[src/rtl/cnn_pkg.sv]
// Shared constants for the window/byte bridges of the convolution path.
// The idx width helper lets every block size its byte index from a byte count.
package cnn_pkg;

   localparam int PIXEL_W   = 8;
   localparam int WIN_BYTES = 9;
   localparam int VEC_W     = PIXEL_W * WIN_BYTES;

   // Width of a byte index that counts 0..n-1 (never narrower than one bit).
   function automatic int idx_width(input int n);
      return (n > 1) ? $clog2(n) : 1;
   endfunction

   localparam int IDX_W = idx_width(WIN_BYTES);

endpackage

[src/rtl/vector_serializer.sv]
// vector_serializer: takes one packed window per valid/ready handshake and
// emits it as a byte stream, lowest byte first, one byte per cycle.
// A one-deep hold register parks the next vector while the current one
// shifts out, so back-to-back vectors leave no idle cycle on the byte side.
// Optional build macro VSER_LAST_EN adds m_axis_last, marking the final byte
// of each vector.
//
// The controller is implicit in the two flags hold_valid and m_axis_valid:
//   state      | meaning
//   EMPTY      | no vector held, nothing being sent
//   HOLD       | vector parked, output idle (loads on the next edge)
//   SEND       | vector shifting out, hold register free
//   SEND+HOLD  | vector shifting out, next vector parked
module vector_serializer
   import cnn_pkg::*;
#(
   parameter int N_BYTES = WIN_BYTES,
   parameter int BYTE_W  = PIXEL_W
) (
   input  logic                        clk,
   input  logic                        rst_n,
   input  logic [N_BYTES*BYTE_W-1:0]   s_vector,
   input  logic                        s_vector_valid,
   output logic                        s_vector_ready,
   output logic [BYTE_W-1:0]           m_axis_data,
   output logic                        m_axis_valid,
   input  logic                        m_axis_ready,
   output logic                        busy,
   output logic [15:0]                 vector_count
`ifdef VSER_LAST_EN
   ,
   output logic                        m_axis_last
`endif
);

   localparam int              VEC_BITS = N_BYTES * BYTE_W;
   localparam int              IW       = idx_width(N_BYTES);
   localparam logic [IW-1:0]   LAST_IDX = IW'(N_BYTES - 1);

   logic [VEC_BITS-1:0] hold_q;
   logic                hold_valid;
   logic [VEC_BITS-1:0] shift_q;
   logic [IW-1:0]       idx_q;

   logic accept;
   logic byte_hs;
   logic last_hs;
   logic load;

   // Ready depends on the hold flag only, so no combinational path reaches it.
   assign s_vector_ready = !hold_valid;
   assign m_axis_data    = shift_q[BYTE_W-1:0];
   assign busy           = hold_valid | m_axis_valid;

`ifdef VSER_LAST_EN
   // Last-byte marker follows the index; zero whenever no byte is offered.
   assign m_axis_last = m_axis_valid && (idx_q == LAST_IDX);
`endif

   // Handshake strobes. Accept and load are mutually exclusive because
   // accept needs an empty hold and load needs a full one.
   always_comb begin
      accept  = 1'b0;
      byte_hs = 1'b0;
      last_hs = 1'b0;
      load    = 1'b0;
      accept  = s_vector_valid && !hold_valid;
      byte_hs = m_axis_valid && m_axis_ready;
      last_hs = byte_hs && (idx_q == LAST_IDX);
      load    = hold_valid && (!m_axis_valid || last_hs);
   end

   // Hold stage: capture a vector on accept, release it when it loads.
   always_ff @(posedge clk or negedge rst_n) begin
      if (!rst_n) begin
         hold_q     <= '0;
         hold_valid <= 1'b0;
      end else if (accept) begin
         hold_q     <= s_vector;
         hold_valid <= 1'b1;
      end else if (load) begin
         hold_valid <= 1'b0;
      end
   end

   // Shift stage: load a new vector, advance on each byte handshake, and
   // drop valid after the last byte unless a parked vector takes over.
   always_ff @(posedge clk or negedge rst_n) begin
      if (!rst_n) begin
         shift_q      <= '0;
         idx_q        <= '0;
         m_axis_valid <= 1'b0;
      end else if (load) begin
         shift_q      <= hold_q;
         idx_q        <= '0;
         m_axis_valid <= 1'b1;
      end else if (last_hs) begin
         m_axis_valid <= 1'b0;
      end else if (byte_hs) begin
         shift_q      <= shift_q >> BYTE_W;
         idx_q        <= idx_q + IW'(1);
      end
   end

   // Completed-vector counter, wrapping at 16 bits.
   always_ff @(posedge clk or negedge rst_n) begin
      if (!rst_n) begin
         vector_count <= '0;
      end else if (last_hs) begin
         vector_count <= vector_count + 16'd1;
      end
   end

endmodule

[config.mk]
export PLATFORM = sky130hd
export DESIGN_NAME = vector_serializer
export DESIGN_NICKNAME = d
export VERILOG_FILES = /design/src/rtl/cnn_pkg.sv /design/src/rtl/vector_serializer.sv
export SDC_FILE = /design/constraint.sdc
export NUM_CORES = 1
export LEC_CHECK = 0
export CAP_MARGIN = 5
export CORE_UTILIZATION = 50
export DETAILED_ROUTE_END_ITERATION = 6
export PLACE_DENSITY = 0.75
export SYNTH_ARGS = -nofsm -noshare
export SYNTH_HDL_FRONTEND = slang
export SYNTH_SLANG_ARGS = --single-unit
[constraint.sdc]
create_clock -name clk -period 3.1 [get_ports clk]
set_input_delay 0.775 -clock clk [delete_from_list [all_inputs] [get_ports clk]]
set_output_delay 0.775 -clock clk [all_outputs]
set_load 0.01 [all_outputs]
After elaboration in Yosys (flattened, before gate mapping)
Index checks and enable logic that the tools add are counted.
{"block": "op_classes", "n_addsub": 2, "eq_ne": 2, "n_mux": 10, "bitwise_logic": 1, "reduce_logical": 11}
{"operator": "72-bit 2-to-1 mux", "n": 3}
{"operator": "16-bit by 1-bit adder with 16-bit output (second input constant)", "n": 1}
{"operator": "4-bit 2-to-1 mux", "n": 3}
{"operator": "2-bit nonzero test", "n": 3}
{"operator": "4-bit by 1-bit adder with 4-bit output (second input constant)", "n": 1}
{"operator": "4-bit equality test (second input constant)", "n": 1}
{"operator": "1-bit logical AND", "n": 4}
{"operator": "1-bit 2-to-1 mux", "n": 4}
{"operator": "1-bit zero test", "n": 2}
{"operator": "2-bit by 1-bit inequality test with 1-bit output (second input constant)", "n": 1}
{"operator": "2-bit AND reduction", "n": 1}
{"operator": "1-bit logical OR", "n": 1}
{"operator": "1-bit OR", "n": 1}
{"block": "totals", "register_bits": 166, "inputBits": 76, "out_inout_bits": 27}

Depth between registers and ports, before layout
Gate-level depths: netlist of run 1.
{"block": "logic_depth", "word_depth": 6, "depth_mapped": 9, "mapped_depth_nobuf": 6}

Least setup slack after synthesis of run 1
No wires, ideal clock.
{"block": "synth_timing", "path_kind": "input-to-reg", "start": "input s_vector_valid", "end": "register hold_q[0]", "setup_ns": 0.125, "arrival_time_ns": 1.600, "path_slack_ns": 1.375, "cell_stages": 4, "n_path_buf": 2, "cell_sequence": "nor2b_1 -> buf_2 -> buf_2 -> mux2_2"}
{"block": "synth_between", "elab_chain_cells": 1}
{"element": "start: declaration", "line_no": "vector_serializer.sv:23", "rtl": "input logic s_vector_valid,"}
{"element": "1-bit logical AND", "line_no": "vector_serializer.sv:67", "rtl": "accept = s_vector_valid && !hold_valid;"}
{"element": "end signal: assignment", "line_no": "vector_serializer.sv:79", "rtl": "hold_q <= s_vector;"}
{"element": "end: declaration", "line_no": "vector_serializer.sv:40", "rtl": "logic [VEC_BITS-1:0] hold_q;"}
Every way passes these cells.
A chain may end at the register's enable or synchronous reset.

Worst setup path in the final report of run 1
{"block": "layout_timing", "start": "register hold_valid", "end": "output busy"}
{"block": "layout_between", "elab_chain_cells": 1}
{"element": "start: declaration", "line_no": "vector_serializer.sv:41", "rtl": "logic hold_valid;"}
{"element": "start signal: assignment", "line_no": "vector_serializer.sv:77", "rtl": "hold_valid <= 1'b0;"}
{"element": "start signal: assignment", "line_no": "vector_serializer.sv:80", "rtl": "hold_valid <= 1'b1;"}
{"element": "start signal: assignment", "line_no": "vector_serializer.sv:82", "rtl": "hold_valid <= 1'b0;"}
{"element": "1-bit OR", "line_no": "vector_serializer.sv:53", "rtl": "assign busy = hold_valid | m_axis_valid;"}
{"element": "end: declaration", "line_no": "vector_serializer.sv:28", "rtl": "output logic busy,"}
Every way passes these cells.

==> results of run 1 <==
## worst paths after layout
| kind | end | depth (start not counted) |
|---|---|---|
| min reg2reg | vector_count[15] | 1 |
| min in group clk | vector_count[15] | 1 |
| max in group asynchronous | hold_q[5] | 2 |
| max | busy | 2 |
| max reg2reg | shift_q[33] | 5 |
| min | hold_q[4] | 1 |
## worst reg2reg max path: stages (launching register included)
cell,delay (ns)
dfrtp_1,0.69
or2_1,0.20
o211a_2,0.54
buf_4,0.35
nor2_1,0.09
nor2_1,0.10
## through the flow
step | area (um^2) | total power, uW | setup WS [ns]
6_report | 8500 | 7790 | 0.473
5_1_grt | 8500 | 8240 | 0.370
4_1_cts | 8500 | 7850 | 0.441
3_5_place_dp | 7870 | 5610 | 0.493
3_3_place_gp | 7870 | 5510 | 0.565
2_1_floorplan | 6750 | 4970 | 1.37
## sequential cells by signal, summed over array words and instances (netlist names)
signal and flops:
m_axis_valid 1, shift_q 72, hold_q 72, idx_q 4
vector_count 16, hold_valid 1
## metal layers
layer,track usage,vias up
met5,0,-
met4,0.0809,0
met3,0.0497,16
met2,0.331,115
met1,0.284,2257
li1,-,2125
## synthesized netlist by cell type (all sizes together), types with 2 or more instances
cell type	number	share of area
nand4	5	0.0046
dfrtp	166	0.62
clkbuf	2	0.0011
and2	3	0.0032
nand3	22	0.016
nor3	3	0.0022
a221o	8	0.012
o21ai	2	0.0026
and4	2	0.0026
nand2	17	0.0095
nor2b	9	0.0083
mux2	73	0.12
o22ai	56	0.052
inv	5	0.0028
ha	3	0.0056
xor2	8	0.010
nor4	2	0.0050
buf	39	0.036
nor2	116	0.065
xnor2	10	0.013
## cells by family (layout without fill, tap and decap cells)
logic type | Yosys count | after routing | share of synthesized area
AO/OA/AOI/OAI | 69 | 69 | 0.0697
XOR/XNOR | 18 | 18 | 0.0234
adder cells (fa/ha/maj) | 3 | 3 | 0.00557
buffers and inverters | 46 | 145 | 0.0401
flip-flops | 166 | 166 | 0.616
multiplexers | 73 | 73 | 0.122
AND/OR/NAND/NOR | 184 | 184 | 0.124
## report_power, final
group | total (uW) | switching (uW) | internal [uW]
combinational | 1860 | 797 | 1070
sequential | 3710 | 608 | 3100
clock | 2220 | 828 | 1390
total | 7790 | 2230 | 5560
## layout make-up
| class | count | area (um^2) |
|---|---|---|
| Fill cell | 1006 | 4690 |
| Sequential cell | 166 | 4150 |
| Multi-Input combinational cell | 347 | 2340 |
| Timing Repair Buffer | 109 | 1140 |
| Clock buffer | 20 | 457 |
| Tap cell | 176 | 220 |
| Clock inverter | 11 | 174 |
| Inverter | 5 | 18.8 |
==> results.cfg, run 1 <==
[synth]
ys.warnings.count = 0
ys_ff_latch = 166
synth_ff_type = dfrtp_1
synth-edff-count = 0
synthesis.nets = 638
post_synth_instance_area_um2 = 6750
netlist_instances = 559
synth.distinct_cells = 32
async_flop_share = 1.00
ys_seq_area_frac = 0.616
avgSynthCellArea_um2 = 12.1

[clock_tree]
ctsHoldBuffers = 0
clockBufferDepth = 2
post_cts_resized = 0
clkLatencyLatePin_ns = 0.42
h-tree-depth = 4
numCtsBuffers = 17
cts_num_sinks = 166
post_cts_buffers = 0
tritoncts = yes
cts_root_buffer = clkbuf_16
clk_pin_slew_ns = 0.06

[worst_setup_path]
regToRegSetupSlack_ns = 1.06
cp-start-kind = register
crit_type = reg2out
crit_chain = or2_1 > clkdlybuf4s50_1
startpoint = hold_valid
critPathCaptureType = output port
path_max_fanout = 14
required_ns = 2.32
crit_path_top_delay_cell = dfrtp_1
worstPathArrival_ns = 1.85
crit_buf_inv = 1
critPathTopFamily = flip-flops
r2r_start = hold_valid
cp_slowest_stage_delay_ns = 0.69

[sta]
setup_viol = 0
rsz0062_at_grt = false
slew_headroom = 0.544
setup-tns-final_ns = 0
worst_pin_slew_ns = 0.684
finalCritPeriodShare = 0.847
holdWs_ns = 0.376
timing.fmax_ghz = 0.381
worst_clock_skew_ns = 0.00869
finalMaxSlewViolations = 0
layout_min_cycle_time_ns = 2.63
final_hold_viol_count = 0

[grt]
grt_max_degree = 76
antenna_found_initial = 0
grt_use_total = 0.210
grt.overflow.total = 0
grt_pass1_wl_um = 22900
grt_pass1_vias = 4586

[floorplanning]
core_um2 = 13200
fp-row-count = 42
ios = 103
initial_core_util = 0.511
fp.dieW_um = 118
die_y_um = 118
die_area_um2 = 14000

[drt]
ant_nets = 0
avgViaCountPerCell = 5.41
drt_first_pass_iters = 5
route.detailed.drc = 0
post_drt_wl_per_cell_um = 16.0
m1WireLength_um = 6030
dr_wl_met3_um = 519
wirelength_um = 13300
vias = 4513
drtIter0Drc = 347
wl_met2_um = 6540
top_layer = met4

[pwr]
ir_worst_vdd_v = 0.000506
power_density_nw_per_um2 = 917
p_leak_uw = 0.00360

[placed_design]
io_buffer_count = 102
dp_hpwl_um = 8810
routabilityCongestion = 0.815
dp.cells = 803

[cells_and_area]
finish.utilization = 0.644
areaGrowthSynthToFinish_pct = 26.0
drive_gt1_frac = 0.182
layout.cells.non_filler = 834
final_common_cell = dfrtp_1
nets = 725
diodes = 0
final_cell_mix = dfrtp_1, nor2_1, clkdlybuf4s50_1

[run_status]
outcome = finished clean

[flow_run]
maxCapViolCount = 0

[worst_hold_path]
min_path_type = in2async
Note: power is estimated with default switching activity, not from simulation.
==> run 2: changes to the inputs <==
Clock period 3.1 ns to 2.5 ns, I/O delays scaled along.
==> results.cfg, run 2 (synthesized netlist as in run 1, its figures left out) <==
[worst_setup_path]
regToRegSetupSlack_ns = 0.68
path_max_fanout = 11
r2r_start = idx_q[0]
critPathCaptureType = output port
r2r_end = shift_q[8]
cp-start-kind = register
required_ns = 1.88
worstPathArrival_ns = 1.70
crit_type = reg2out
r2r.worst_path.cells = 7

[pwr]
p_leak_uw = 0.00363
totalPowerFinal_uw = 9600
power_density_nw_per_um2 = 1130
ir_worst_vdd_v = 0.000601

[drt]
drtIter0Drc = 321
m1WireLength_um = 6150
dr_wl_met3_um = 513
top_layer = met4
route.detailed.drc = 0
ant_nets = 0
drt_first_pass_iters = 4
wl_met2_um = 6760
wirelength_um = 13600
post_drt_wl_per_cell_um = 16.2
vias = 4524
avgViaCountPerCell = 5.39

[sta]
rsz0062_at_grt = false
setup-tns-final_ns = 0
worst_pin_slew_ns = 0.553
final_hold_viol_count = 0
slew_headroom = 0.631
layout_min_cycle_time_ns = 2.32
worst_clock_skew_ns = 0.00995
finalMaxSlewViolations = 0
setup_viol = 0
timing.fmax_ghz = 0.430
finalCritPeriodShare = 0.930

[grt]
grt_use_total = 0.211
antenna_found_initial = 0
grt.overflow.total = 0
grt_max_degree = 74
grt_pass1_vias = 4611
grt_pass1_wl_um = 23000

[cells_and_area]
top_regs = hold_q x72, shift_q x72, vector_count x16
multi_input_area_um2 = 2340
final_common_cell = dfrtp_1
n_fill_cell = 1017
finish.utilization = 0.646
final_cell_mix = dfrtp_1, nor2_1, clkdlybuf4s50_1
nets = 729
drive_gt1_frac = 0.187
seqCellArea_um2 = 4150
diodes = 0
areaGrowthSynthToFinish_pct = 26.3

[worst_hold_path]
min_path_type = in2async

[floorplanning]
die_y_um = 118
fp.dieW_um = 118
fp-row-count = 42
core_um2 = 13200
ios = 103
initial_core_util = 0.511
die_area_um2 = 14000

[placed_design]
routabilityCongestion = 0.780
io_buffer_count = 102
dp_hpwl_um = 8860

[flow_run]
maxCapViolCount = 0

[clock_tree]
numCtsBuffers = 17
post_cts_buffers = 0
cts_root_buffer = clkbuf_16
h-tree-depth = 4
clockBufferDepth = 2
post_cts_resized = 0
clk_pin_slew_ns = 0.06
cts_num_sinks = 166
tritoncts = yes
clkLatencyLatePin_ns = 0.42
ctsHoldBuffers = 0

[run_status]
outcome = finished clean
==> run 2: per-stage QoR <==
stage / setup WS (ns) / cells / hold slack [ns] / area, um^2
2_1_floorplan: 0.837 / 559 / 0.329 / 6750
3_3_place_gp: 0.328 / 807 / 0.461 / 7910
3_5_place_dp: 0.276 / 807 / 0.470 / 7910
4_1_cts: 0.150 / 839 / 0.186 / 8520
5_1_grt: 0.108 / 839 / 0.211 / 8520
6_report: 0.175 / 839 / 0.175 / 8520
==> run 2: area by class of cell <==
cell class,count,share of cell area
sequential,166,0.488
multi-input combinational,347,0.275
timing repair buffer,113,0.139
clock buffer,25,0.0605
tap,176,0.0259
clock inverter,7,0.0107
inverter,5,0.00220
==> run 2: where the power goes <==
part           leakage [uW]  switching, uW  internal (uW)
clock network      0.000299            996           1630
logic               0.00137           1020           1340
registers           0.00196            762           3850
==> run 2: layer usage <==
metal,vias up,track usage
met5,-,0
met4,0,0.0665
met3,15,0.0492
met2,115,0.342
met1,2272,0.283
li1,2122,-
==> run 2: worst max-delay path, cell delays in order (launching register included) <==
cell and delay [ns]:
dfrtp_1 0.52, or2_1 0.28, clkdlybuf4s50_1 0.48
==> run 2: worst max-delay path by stage <==
stage,start,end,slack [ns],cells after the start
detailed placement,m_axis_ready,vector_count[10],0.28,5
floorplan,idx_q[0],shift_q[2],0.84,8
finish,hold_valid,busy,0.18,2
CTS,hold_valid,busy,0.15,2
global route,hold_valid,busy,0.11,2
global placement,m_axis_ready,vector_count[10],0.33,5
